[config.mk]
export PLATFORM = sky130hd
export DESIGN_NAME = oled_char_render_flat
export DESIGN_NICKNAME = d
export VERILOG_FILES = /design/src/rtl/oled_char_render_pkg.sv /design/src/rtl/oled_char_render_if.sv /design/src/rtl/oled_char_render.sv /design/src/flat_wrapper.sv
export SDC_FILE = /design/constraint.sdc
export NUM_CORES = 1
export LEC_CHECK = 0
export CAP_MARGIN = 10
export CORE_ASPECT_RATIO = 1.25
export CORE_UTILIZATION = 40
export CTS_BUF_LIST = sky130_fd_sc_hd__clkbuf_2 sky130_fd_sc_hd__clkbuf_4 sky130_fd_sc_hd__clkbuf_8
export DETAILED_ROUTE_END_ITERATION = 16
export PLACE_DENSITY = 0.76
export SLEW_MARGIN = 20
export SYNTH_ARGS = -nofsm -noshare
export SYNTH_HDL_FRONTEND = slang
export SYNTH_SLANG_ARGS = --single-unit
[constraint.sdc]
create_clock -name sys_clk -period 1.55 [get_ports sys_clk]
set_input_delay 0.2325 -clock sys_clk [delete_from_list [all_inputs] [get_ports sys_clk]]
set_output_delay 0.2325 -clock sys_clk [all_outputs]
set_load 0.01 [all_outputs]
[src/rtl/oled_char_render_pkg.sv]
// oled_char_render shared package
// SSD1306 opcodes, font geometry and sequencer state encoding.
package oled_pkg;

  localparam logic [7:0] OLED_CMD_PAGE   = 8'hB0;
  localparam logic [7:0] OLED_CMD_COL_LO = 8'h00;
  localparam logic [7:0] OLED_CMD_COL_HI = 8'h10;

  localparam logic [5:0] FONT_SEL_MAX = 6'd14;

  // bit n set => glyph id n is 16 columns wide
  localparam logic [14:0] FONT_WIDE_MASK = 15'h0BF0;

  typedef enum logic [1:0] {
    ST_IDLE,
    ST_CMD,
    ST_FETCH,
    ST_SEND
  } state_t;

  function automatic logic [3:0] glyph_last(
    input logic [5:0] sel
  );
    logic [15:0] m;
    logic        wide;
    m    = {1'b0, FONT_WIDE_MASK};
    wide = (sel <= FONT_SEL_MAX) && m[sel[3:0]];
    return wide ? 4'd15 : 4'd7;
  endfunction

endpackage

[src/rtl/oled_char_render_if.sv]
// oled_char_render bus bundle
// Request, font ROM lookup and byte stream signals.
interface oled_char_render_if;

  logic       req_valid;
  logic       req_ready;
  logic [5:0] req_font_sel;
  logic [2:0] req_page;
  logic [6:0] req_col;

  logic [5:0] font_sel;
  logic       font_row;
  logic [8:0] index;
  logic [7:0] font_data;

  logic       out_valid;
  logic       out_ready;
  logic       out_dc;
  logic [7:0] out_byte;

  logic       busy;
  logic       done;

  modport slave (
    input  req_valid,
    input  req_font_sel,
    input  req_page,
    input  req_col,
    input  font_data,
    input  out_ready,
    output req_ready,
    output font_sel,
    output font_row,
    output index,
    output out_valid,
    output out_dc,
    output out_byte,
    output busy,
    output done
  );

  modport master (
    output req_valid,
    output req_font_sel,
    output req_page,
    output req_col,
    output font_data,
    output out_ready,
    input  req_ready,
    input  font_sel,
    input  font_row,
    input  index,
    input  out_valid,
    input  out_dc,
    input  out_byte,
    input  busy,
    input  done
  );

endinterface

[src/rtl/oled_char_render.sv]
// Character render sequencer: glyph request in,
// SSD1306 page-mode command and column bytes out.
module oled_char_render
  import oled_pkg::*;
(
  input  logic               sys_clk,
  input  logic               rst_n,
  oled_char_render_if.slave  bus
);

  state_t     r_state;
  state_t     w_next;
  logic [5:0] r_sel;
  logic [2:0] r_page;
  logic [6:0] r_col;
  logic       r_row;
  logic [3:0] r_idx;
  logic [1:0] r_cmd;
  logic       r_done;

  logic       w_accept;
  logic       w_valid;
  logic       w_fire;
  logic       w_last_col;
  logic       w_blank;
  logic [3:0] w_last;
  logic [2:0] w_pg;
  logic       w_dc;
  logic [7:0] w_byte;

  assign w_accept   = bus.req_valid
                   && (r_state == ST_IDLE);
  assign w_valid    = (r_state == ST_CMD)
                   || (r_state == ST_SEND);
  assign w_fire     = w_valid && bus.out_ready;
  assign w_last     = glyph_last(r_sel);
  assign w_last_col = (r_idx == w_last);
  assign w_blank    = (r_sel > FONT_SEL_MAX);
  // lower half lands on the next page, 3-bit wrap
  assign w_pg       = r_page + {2'b00, r_row};

  always_ff @(posedge sys_clk or negedge rst_n) begin
    if (!rst_n) begin
      r_state <= ST_IDLE;
    end else begin
      r_state <= w_next;
    end
  end

  always_comb begin
    w_next = r_state;
    w_dc   = 1'b0;
    w_byte = 8'h00;
    unique case (r_state)
      ST_IDLE: begin
        if (w_accept) w_next = ST_CMD;
      end
      ST_CMD: begin
        unique case (r_cmd)
          2'd0:
            w_byte = OLED_CMD_PAGE
                   | {5'b0, w_pg};
          2'd1:
            w_byte = OLED_CMD_COL_LO
                   | {4'b0, r_col[3:0]};
          default:
            w_byte = OLED_CMD_COL_HI
                   | {5'b0, r_col[6:4]};
        endcase
        if (w_fire && (r_cmd == 2'd2))
          w_next = ST_FETCH;
      end
      ST_FETCH: begin
        w_next = ST_SEND;
      end
      ST_SEND: begin
        w_dc   = 1'b1;
        // ROM output stays valid while index is held
        w_byte = w_blank ? 8'h00 : bus.font_data;
        if (w_fire) begin
          if (!w_last_col)  w_next = ST_FETCH;
          else if (!r_row)  w_next = ST_CMD;
          else              w_next = ST_IDLE;
        end
      end
      default: begin
        w_next = ST_IDLE;
      end
    endcase
  end

  always_ff @(posedge sys_clk or negedge rst_n) begin
    if (!rst_n) begin
      r_sel  <= '0;
      r_page <= '0;
      r_col  <= '0;
      r_row  <= 1'b0;
      r_idx  <= '0;
      r_cmd  <= '0;
      r_done <= 1'b0;
    end else begin
      r_done <= 1'b0;
      unique case (r_state)
        ST_IDLE: begin
          if (w_accept) begin
            r_sel  <= bus.req_font_sel;
            r_page <= bus.req_page;
            r_col  <= bus.req_col;
            r_row  <= 1'b0;
            r_idx  <= '0;
            r_cmd  <= '0;
          end
        end
        ST_CMD: begin
          if (w_fire)
            r_cmd <= (r_cmd == 2'd2)
                   ? 2'd0 : r_cmd + 2'd1;
        end
        ST_SEND: begin
          if (w_fire) begin
            if (!w_last_col) begin
              r_idx <= r_idx + 4'd1;
            end else if (!r_row) begin
              r_row <= 1'b1;
              r_idx <= '0;
            end else begin
              r_done <= 1'b1;
            end
          end
        end
        default: begin
        end
      endcase
    end
  end

  assign bus.req_ready = (r_state == ST_IDLE);
  assign bus.busy      = (r_state != ST_IDLE);
  assign bus.done      = r_done;
  assign bus.font_sel  = r_sel;
  assign bus.font_row  = r_row;
  assign bus.index     = {5'b0, r_idx};
  assign bus.out_valid = w_valid;
  assign bus.out_dc    = w_dc;
  assign bus.out_byte  = w_byte;

endmodule

[src/flat_wrapper.sv]
// flat-port wrapper written by rule: the top's interface ports become plain ports
module oled_char_render_flat import oled_pkg::*;
  (sys_clk, rst_n, bus_req_valid, bus_req_font_sel, bus_req_page, bus_req_col, bus_font_data, bus_out_ready, bus_req_ready, bus_font_sel, bus_font_row, bus_index, bus_out_valid, bus_out_dc, bus_out_byte, bus_busy, bus_done);
  oled_char_render_if bus_i ();
  input  logic sys_clk;
  input  logic rst_n;
  input wire logic [$bits(bus_i.req_valid)-1:0] bus_req_valid;
  input wire logic [$bits(bus_i.req_font_sel)-1:0] bus_req_font_sel;
  input wire logic [$bits(bus_i.req_page)-1:0] bus_req_page;
  input wire logic [$bits(bus_i.req_col)-1:0] bus_req_col;
  input wire logic [$bits(bus_i.font_data)-1:0] bus_font_data;
  input wire logic [$bits(bus_i.out_ready)-1:0] bus_out_ready;
  output wire logic [$bits(bus_i.req_ready)-1:0] bus_req_ready;
  output wire logic [$bits(bus_i.font_sel)-1:0] bus_font_sel;
  output wire logic [$bits(bus_i.font_row)-1:0] bus_font_row;
  output wire logic [$bits(bus_i.index)-1:0] bus_index;
  output wire logic [$bits(bus_i.out_valid)-1:0] bus_out_valid;
  output wire logic [$bits(bus_i.out_dc)-1:0] bus_out_dc;
  output wire logic [$bits(bus_i.out_byte)-1:0] bus_out_byte;
  output wire logic [$bits(bus_i.busy)-1:0] bus_busy;
  output wire logic [$bits(bus_i.done)-1:0] bus_done;
  assign bus_i.req_valid = bus_req_valid;
  assign bus_i.req_font_sel = bus_req_font_sel;
  assign bus_i.req_page = bus_req_page;
  assign bus_i.req_col = bus_req_col;
  assign bus_i.font_data = bus_font_data;
  assign bus_i.out_ready = bus_out_ready;
  assign bus_req_ready = bus_i.req_ready;
  assign bus_font_sel = bus_i.font_sel;
  assign bus_font_row = bus_i.font_row;
  assign bus_index = bus_i.index;
  assign bus_out_valid = bus_i.out_valid;
  assign bus_out_dc = bus_i.out_dc;
  assign bus_out_byte = bus_i.out_byte;
  assign bus_busy = bus_i.busy;
  assign bus_done = bus_i.done;
  oled_char_render u_core (.sys_clk(sys_clk), .rst_n(rst_n), .bus(bus_i));
endmodule
# Yosys cells after proc, flatten, opt, wreduce, memory -nomap -nowiden
# Memory sizes are Yosys's and may differ from the RTL's.
# Cells that the tools add are included.
# word_totals
input_bits	28
wordCells	71
reg_bits	26
romBits	16
output_inout_bits	29
memories	1
# memory_table
memory	words	word_bits	read_ports	rd_clocked_by_memory_dff	write_ports	line_no	source
(no name shown)	16	1	1	0	0	oled_char_render_pkg.sv:27	wide = (sel <= FONT_SEL_MAX) && m[sel[3:0]];
# classes
n_reduce_logical	15
mux	29
n_eq_ne	12
magnitude_cmp	3
n_addsub	3
# op_table
op	count
$pmux 8 s2	2
$mux 4	5
$mux 2	7
$mux 1	10
$mux 8	1
$ne 2x1->1 const B	4
$pmux 2 s4	1
$pmux 4 s2	1
$reduce_and 4->1	2
$eq 2x2->1 const B	3
$gt 6x4->1 const B	1
$le 6x4->1 const B	1
$reduce_and 3->1	2
$reduce_bool 2->1	3
$lt 4x5->1 const B	1
$add 4x1->4 const B	1
$eq 2x1->1 const B	2
$eq 4x4->1	1
$logic_and 1x1->1	4
$logic_not 2->1	2
$pmux 2 s2	1
$add 3x1->3	1
$ne 3x3->1 const B	1
$add 2x1->2 const B	1
4 further kinds	4

# Logic depth before layout (Yosys ltp)
# Gate-level depths: netlist of run 1.
# depth
depth_word	8
mapped_depth	7
mapped_depth_nobuf	7

# Least setup slack after synthesis of run 1
# OpenSTA, ideal clock, no wires.
# synth_timing
path_type	register to register
start	reg u_core.r_sel[3], in the netlist u_core.bus.font_sel[3]
end	reg u_core.r_idx[1]
period_less_slack_ns	1.764
setup_slack_ns	-0.214
setup_time_ns	0.122
required_ns	1.428
n_path_buf	0
arrival_ns	1.643
stages_incl_launch_ff	6
cell_sequence	dfrtp_1 > or4b_1 > o21ai_2 > a2111oi_4 > a31o_1 > a32o_1
# synth_via
elab_chain_cells	8
elab_cells_between_ends	11
cone_classes	order compare (1); eq/ne (2); mux (5); reduce/logical (2); memory (1)
# synth_rtl
element	line_no	source
start: declaration	oled_char_render.sv:13	logic [5:0] r_sel;
start signal: assignment	oled_char_render.sv:106	r_sel <= bus.req_font_sel;
$mem_v2 16x1	--	
$mux 1 (implied by the code)	oled_char_render_pkg.sv:27	
$logic_and 1x1->1 *	oled_char_render_pkg.sv:27	
$mux 4 *	oled_char_render_pkg.sv:28	return wide ? 4'd15 : 4'd7;
$eq 4x4->1 *	oled_char_render.sv:37	assign w_last_col = (r_idx == w_last);
$mux 4	oled_char_render.sv:121	if (!w_last_col) begin
$mux 4	oled_char_render.sv:120	if (w_fire) begin
$pmux 4 s2	oled_char_render.sv:103	unique case (r_state)
end signal: assignment	oled_char_render.sv:122	r_idx <= r_idx + 4'd1;
end: declaration	oled_char_render.sv:17	logic [3:0] r_idx;
# Every way passes the cells marked *; elsewhere a longest branch is shown, timed or not. The select of a mux whose other input is x is not followed.
# A chain may end at the register's enable or synchronous reset.

# Worst setup path after layout of run 1
# layout_timing
start	reg u_core.r_row, in the netlist u_core.bus.font_row
end	out bus_out_byte[2]
# layout_via
elab_chain_cells	3
# layout_rtl
element	line_no	source
start: declaration	oled_char_render.sv:16	logic r_row;
start signal: assignment	oled_char_render.sv:97	r_row <= 1'b0;
start signal: assignment	oled_char_render.sv:109	r_row <= 1'b0;
start signal: assignment	oled_char_render.sv:124	r_row <= 1'b1;
$add 3x1->3	oled_char_render.sv:40	assign w_pg = r_page + {2'b00, r_row};
$pmux 8 s2	oled_char_render.sv:59	unique case (r_cmd)
$pmux 8 s2	oled_char_render.sv:54	unique case (r_state)
end: declaration	flat_wrapper.sv:19	output wire logic [$bits(bus_i.out_byte)-1:0] bus_out_byte;
# Every way passes these cells.

==> metrics.md, run 1 <==
| Metric | Value |
|---|---|
| GRT overflow | 0 |
| Commonest cells after routing, fill and taps aside | buf_4, clkdlybuf4s50_1, dfrtp_1 |
| CP arrival | 1.72 ns |
| Top cells by area, synth | dfrtp_1, mux2_2, a22o_1, a32o_1, buf_4 |
| Area share of the largest cell type after synthesis | 0.4494 |
| Post-Place Worst Slack | -0.4654 ns |
| Total number of vias | 1,428 |
| Routed Antenna Nets | 0 |
| DIE HEIGHT | 69.26 um |
| Mapped Area | 1448 um2 |
| Synth unique cells | 40 |
| CP Capture Type | primary output |
| Starting Density | 0.4156 |
| CP dominant cell by count | ha_4 |
| 1st-iter DRT viols | 65 |
| Number of global-route vias before repair | 1,575 |
| CP max stage cell | dfrtp_2 |
| Dpl cells | 249 |
| Root Driver | clkbuf_8 |
| Clock-pin slew on the worst setup and hold paths | 0.10 ns |
| Worst-case clock buffer depth | 2 |
| Vias/cell | 5.328 |
| Initial antenna violation count | 0 |
| Fillers | 229 |
| Post-DR wirelength/cell | 16.83 um |
| CP cell instances | ha_4 -> ha_4 -> xnor2_2 -> nor2_1 -> a21oi_1 -> o21ai_1 -> a22o_1 -> buf_2 |
| Core Region | 3483 um2 |
| Clock skew | 0.008424 ns |
| Clock Sink Count | 26 |
| Crit path max-delay family | flip-flops |
| Endpoints failing setup | 32 |
| Leading cell type in the layout, fill and taps excluded | buf_4 |
| Worst Hold Class | primary input to asynchronous set/reset pin |
| Syn Area/Cell | 10.57 um2 |
| FP Rows | 24 |
| Residual DRC | 0 |
| Largest net degree at the start of global routing | 27 |
| Sequential fraction of the synthesis area | 0.4494 |
| Final #Nets | 261 |
| N_diodes | 0 |
| Total GRT Usage | 0.2491 |
| Hold-fix buffers at CTS | 0 |
| Tmin final | 1.955 ns |
| Final worst path period share | 1.261 |
| Static Leakage | 0.001245 uW |
| Final Non-Filler Cells | 268 |
| Worst-path maximum fanout | 2 |
| Final worst slack | -0.4052 ns |
| Crit start category | flop |
| #FFs+latches synth | 26 |
| Latest clock arrival within the worst-skew pair | 0.28 ns |
| Failing checks | negative setup slack |
| DIE WIDTH | 55.81 um |
| Worst Path Required | 1.32 ns |
| Power density cells | 1937 nW/um2 |
| Final wirelength | 4511 um |
| CTS tree | done |
| CTS Buf Count | 3 |
| First-pass GRT wire length | 7527 um |
| Max_cap viols | 0 |
| PortBufs | 51 |
| Max stage delay on crit path | 0.44 ns |
| IO Pins | 57 |
| Die area | 3865 um2 |
| RSZ-0062 raised after global routing | true |
| Share of layout cells above drive strength 1 | 0.4672 |
| Area leader, netlist | dfrtp_1 |
| Fin. max-slew vios | 0 |
| Gpl congestion | 0.7870 |
| Worst vdd ir | 1379 uV |
| CP bufs+invs | 1 |
| Syn-to-layout area delta | 80.03% |
| Final hold vios | 0 |
| Critical path class | flop to primary output |
| H-tree Lvls | 1 |
| Dpl hpwl | 2799 um |
| Status | finished, violations left |
| Synth warnings | 0 |
| Post-synthesis cell count | 137 |
| Max frequency | 0.5115 GHz |
| First-pass detailed-route iteration total | 4 |
## through the flow
step | cell area, um2 | hold slack [ns] | utilization | setup TNS, ns | power [uW]
after floorplan | 1506 | -0.06309 | - | -0.5141 | 2562
after global placement | 2242 | 0.4919 | 0.6437 | -3.884 | 3831
after detailed placement | 2242 | 0.4955 | 0.6437 | -4.484 | 3933
after CTS | 2551 | 0.3317 | 0.7324 | -3.073 | 4898
after global routing | 2606 | 0.3638 | 0.7482 | -4.843 | 5358
final | 2606 | 0.3197 | 0.7482 | -3.311 | 5048
## layer usage
metal | routed length (um) | vias up | track usage
met3 | 175 | 7 | 0.03545
met1 | 1682 | 708 | 0.2841
met4 | 55 | 0 | 0.05833
li1 | - | 667 | -
met2 | 2598 | 46 | 0.4793
met5 | 0 | - | 0
## path summary, 6_finish.rpt
path                                   startpoint                      to  slack, ns  depth (start not counted)
min                                         rst_n     u_core.bus.font_row       0.32                          2
max                           u_core.bus.font_row         bus_out_byte[2]      -0.41                          8
min in group sys_clk              u_core.r_col[6]         u_core.r_col[6]       0.52                          1
max reg2reg                u_core.bus.font_sel[3]         u_core.r_idx[1]      -0.29                          6
max in group asynchronous                   rst_n  u_core.bus.font_sel[5]       0.96                          2
min reg2reg                       u_core.r_col[6]         u_core.r_col[6]       0.52                          1
## worst register-to-register path, stage by stage, from the launching register on
cell and delay [ns]:
dfrtp_1 0.43, buf_6 0.15, or4b_4 0.49, o21ai_4 0.17, a2111oi_4 0.07, a31o_1 0.22
a32o_1 0.21
## Yosys cell counts
cell type and n:
inv_1 2, clkbuf_1 7, conb_1 1, buf_2 1, o31a_1 1, mux2_2 16, nand2b_1 3, xnor2_1 1
o31ai_1 1, a22o_1 5, nor2b_1 5, and3_1 3, mux2i_1 2, o211ai_1 1, nor2_2 1, buf_4 5
or4b_1 1, buf_1 1, nor2_1 6, nand2_1 10, o21ai_0 7, o211a_1 1, and2_1 1, nand3_1 1
a21oi_1 5, or2_2 1, nand3b_1 1, a21o_1 3, dfrtp_1 26, a2111oi_4 1, a31oi_1 1, o311a_1 1
o21ai_2 1, ha_1 3, a211oi_1 1, and2_0 1, a32o_1 4, a31o_1 1, nand4_1 1, nor3_1 3
## report_power, final
| group | internal, uW | switching (uW) |
|---|---|---|
| registers | 1010 | 317 |
| logic | 1860 | 1290 |
| clock network | 346 | 228 |
| total | 3210 | 1840 |
## what timing repair did
item                                    CTS  global route
gates cloned                              2             0
gates resized for setup                  95            22
buffers inserted                         13             3
pin swaps                                12             8
endpoints found under the hold margin     0             0
endpoints found under the setup margin   43            41
## final cells by class
| cell class | count | area, um2 | area share |
|---|---|---|---|
| Multi-Input combinational cell | 99 | 922.1 | 0.3538 |
| Sequential cell | 26 | 655.6 | 0.2516 |
| Clock buffer | 3 | 41.29 | 0.01584 |
| Inverter | 2 | 7.507 | 0.002880 |
| Clock inverter | 1 | 30.03 | 0.01152 |
| Tap cell | 39 | 48.80 | 0.01872 |
| Timing Repair Buffer | 98 | 900.9 | 0.3457 |
## sequential cells by signal (all words and copies together), names as in the netlist
signal,cells
u_core.bus.done,1
u_core.bus.font_row,1
u_core.bus.font_sel,6
u_core.r_cmd,2
u_core.r_col,7
u_core.r_idx,4
u_core.r_page,3
u_core.r_state,2
## cells by family after synthesis
logic type	Yosys count	share of synthesized area
muxes	18	0.1383
adders and majority gates	3	0.02593
AOI/OAI and AO/OA	34	0.1858
buffers and inverters	16	0.05532
DFF	26	0.4494
other	1	0.002590
xor gates and xnor gates	1	0.006051
and+or+nand+nor	38	0.1366
Note: power is estimated with default switching activity, not from simulation.
==> run 2, diff against run 1 <==
CORE_UTILIZATION = 30   (was 40)
PLACE_DENSITY = 0.6   (was 0.76)
==> metrics.md, run 2 (synthesized netlist as in run 1, its figures left out) <==
| Metric | Value |
|---|---|
| Status | finished, violations left |
| Failing checks | negative setup slack |
| DIE WIDTH | 64.13 um |
| N_diodes | 0 |
| Root Driver | clkbuf_8 |
| Commonest cells after routing, fill and taps aside | buf_4, clkdlybuf4s50_1, dfrtp_1 |
| H-tree Lvls | 1 |
| 1st-iter DRT viols | 48 |
| Post-Place Worst Slack | -0.4684 ns |
| FP Rows | 27 |
| CP Depth | 8 |
| Clock Sink Count | 26 |
| Total number of vias | 1,403 |
| Critical path class | flop to primary output |
| CP dominant cell by count | ha_4 |
| Fin. max-slew vios | 0 |
| Total GRT Usage | 0.1748 |
| Dpl hpwl | 2979 um |
| Post-DR wirelength/cell | 15.23 um |
| CP Capture Type | primary output |
| Max_cap viols | 0 |
| Hold-fix buffers at CTS | 0 |
| Final #Nets | 256 |
| Worst vdd ir | 784.4 uV |
| Core Region | 4527 um2 |
| Gpl congestion | 0.7725 |
| TNS Setup | -2.564 ns |
| R2R setup slack | -0.26 ns |
| Static Leakage | 0.001209 uW |
| CP cell instances | ha_4 -> ha_4 -> xnor2_2 -> nor2_1 -> a21oi_1 -> o21ai_1 -> a22o_1 -> buf_2 |
| Leading cell type in the layout, fill and taps excluded | buf_4 |
| Tmin final | 1.924 ns |
| IO Pins | 57 |
| Worst flop-to-flop path endpoint | u_core.r_idx[1] |
| Residual DRC | 0 |
| First-pass detailed-route iteration total | 4 |
| Clock-pin slew on the worst setup and hold paths | 0.09 ns |
| Die area | 5109 um2 |
| Routed Antenna Nets | 0 |
| DIE HEIGHT | 79.67 um |
| Largest net degree at the start of global routing | 27 |
| Clock skew | 0.001609 ns |
| Max stage delay on crit path | 0.44 ns |
| CP bufs+invs | 1 |
| Final Non-Filler Cells | 282 |
| Final worst path period share | 1.241 |
| Final worst slack | -0.3739 ns |
| CTS Buf Count | 3 |
| Top reg by flops | u_core.r_col |
| Worst-path maximum fanout | 2 |
| Final wirelength | 4295 um |
| CP max stage cell | dfrtp_2 |
| Max frequency | 0.5198 GHz |
| First-pass GRT wire length | 7031 um |
| Syn-to-layout area delta | 75.80% |
| GRT overflow | 0 |
| Share of layout cells above drive strength 1 | 0.4509 |
| Initial antenna violation count | 0 |
| Power density cells | 1896 nW/um2 |
| Final hold vios | 0 |
| RSZ-0062 raised after global routing | true |
| Worst Hold Class | primary input to asynchronous set/reset pin |
| Vias/cell | 4.975 |
| Worst Reg-to-Reg Cells | 6 |
| CTS tree | done |
| Crit start category | flop |
| Number of global-route vias before repair | 1,510 |
| Crit path max-delay family | flip-flops |
| Worst-case clock buffer depth | 2 |
| CP arrival | 1.69 ns |
| Worst r2r src | u_core.bus.font_sel[4] |
| Starting Density | 0.3198 |
| Worst Path Required | 1.32 ns |
| Dpl cells | 265 |
| Endpoints failing setup | 15 |
| Max reg flops | 7 |
| Latest clock arrival within the worst-skew pair | 0.27 ns |
| PortBufs | 51 |
| Overall Power | 4824 uW |
| Hold WS | 0.3175 ns |
run 2: report_power, final:
part	total [uW]	switching (uW)	internal [uW]
Clock	444	217	227
Combinational	3050	1250	1800
Sequential	1330	320	1010
run 2: worst register-to-register path: stages (launching register included):
cell	delay, ns
dfrtp_1	0.41
buf_6	0.13
or4b_4	0.52
o21ai_4	0.16
a2111oi_4	0.07
a31o_1	0.22
a32o_1	0.21
run 2: layer usage:
| layer | track usage | vias up | part of all wire |
|---|---|---|---|
| met1 | 0.2023 | 697 | 0.41 |
| met4 | 0.04222 | 0 | 0.010 |
| met2 | 0.3351 | 42 | 0.54 |
| met3 | 0.02286 | 6 | 0.045 |
| met5 | 0 | - | 0 |
| li1 | - | 658 | - |
run 2: through the flow:
step,instance area (um2),utilization
6_report,2545,0.5622
5_1_grt,2545,0.5622
4_1_cts,2522,0.5572
3_5_place_dp,2243,0.4956
3_3_place_gp,2243,0.4956
2_1_floorplan,1506,-
run 2: area by class of cell:
| class | instances | area, um2 |
|---|---|---|
| clock buffer | 4 | 55.05 |
| fill | 422 | 1982 |
| inverter | 2 | 7.507 |
| multi-input combinational | 99 | 927.1 |
| sequential | 26 | 656.9 |
| tap | 58 | 72.57 |
| timing repair buffer | 93 | 825.8 |
run 2: worst max path at each step:
stage	endpoint	startpoint	slack [ns]
5_1_grt	bus_out_byte[2]	u_core.bus.font_row	-0.46
3_3_place_gp	bus_out_byte[2]	u_core.bus.font_row	-0.45
4_1_cts	bus_out_byte[2]	u_core.bus.font_row	-0.38
2_1_floorplan	u_core.r_idx[1]	u_core.bus.font_sel[5]	-0.18
3_5_place_dp	bus_out_byte[2]	u_core.r_page[0]	-0.47
6_report	bus_out_byte[2]	u_core.bus.font_row	-0.37
run 2: repair_timing:
| item | CTS | global route |
|---|---|---|
| setup endpoints to repair | 40 | 39 |
| buffers inserted | 17 | 0 |
| cloned | 1 | 0 |
| pin swaps | 13 | 11 |
| gates resized for setup | 85 | 27 |
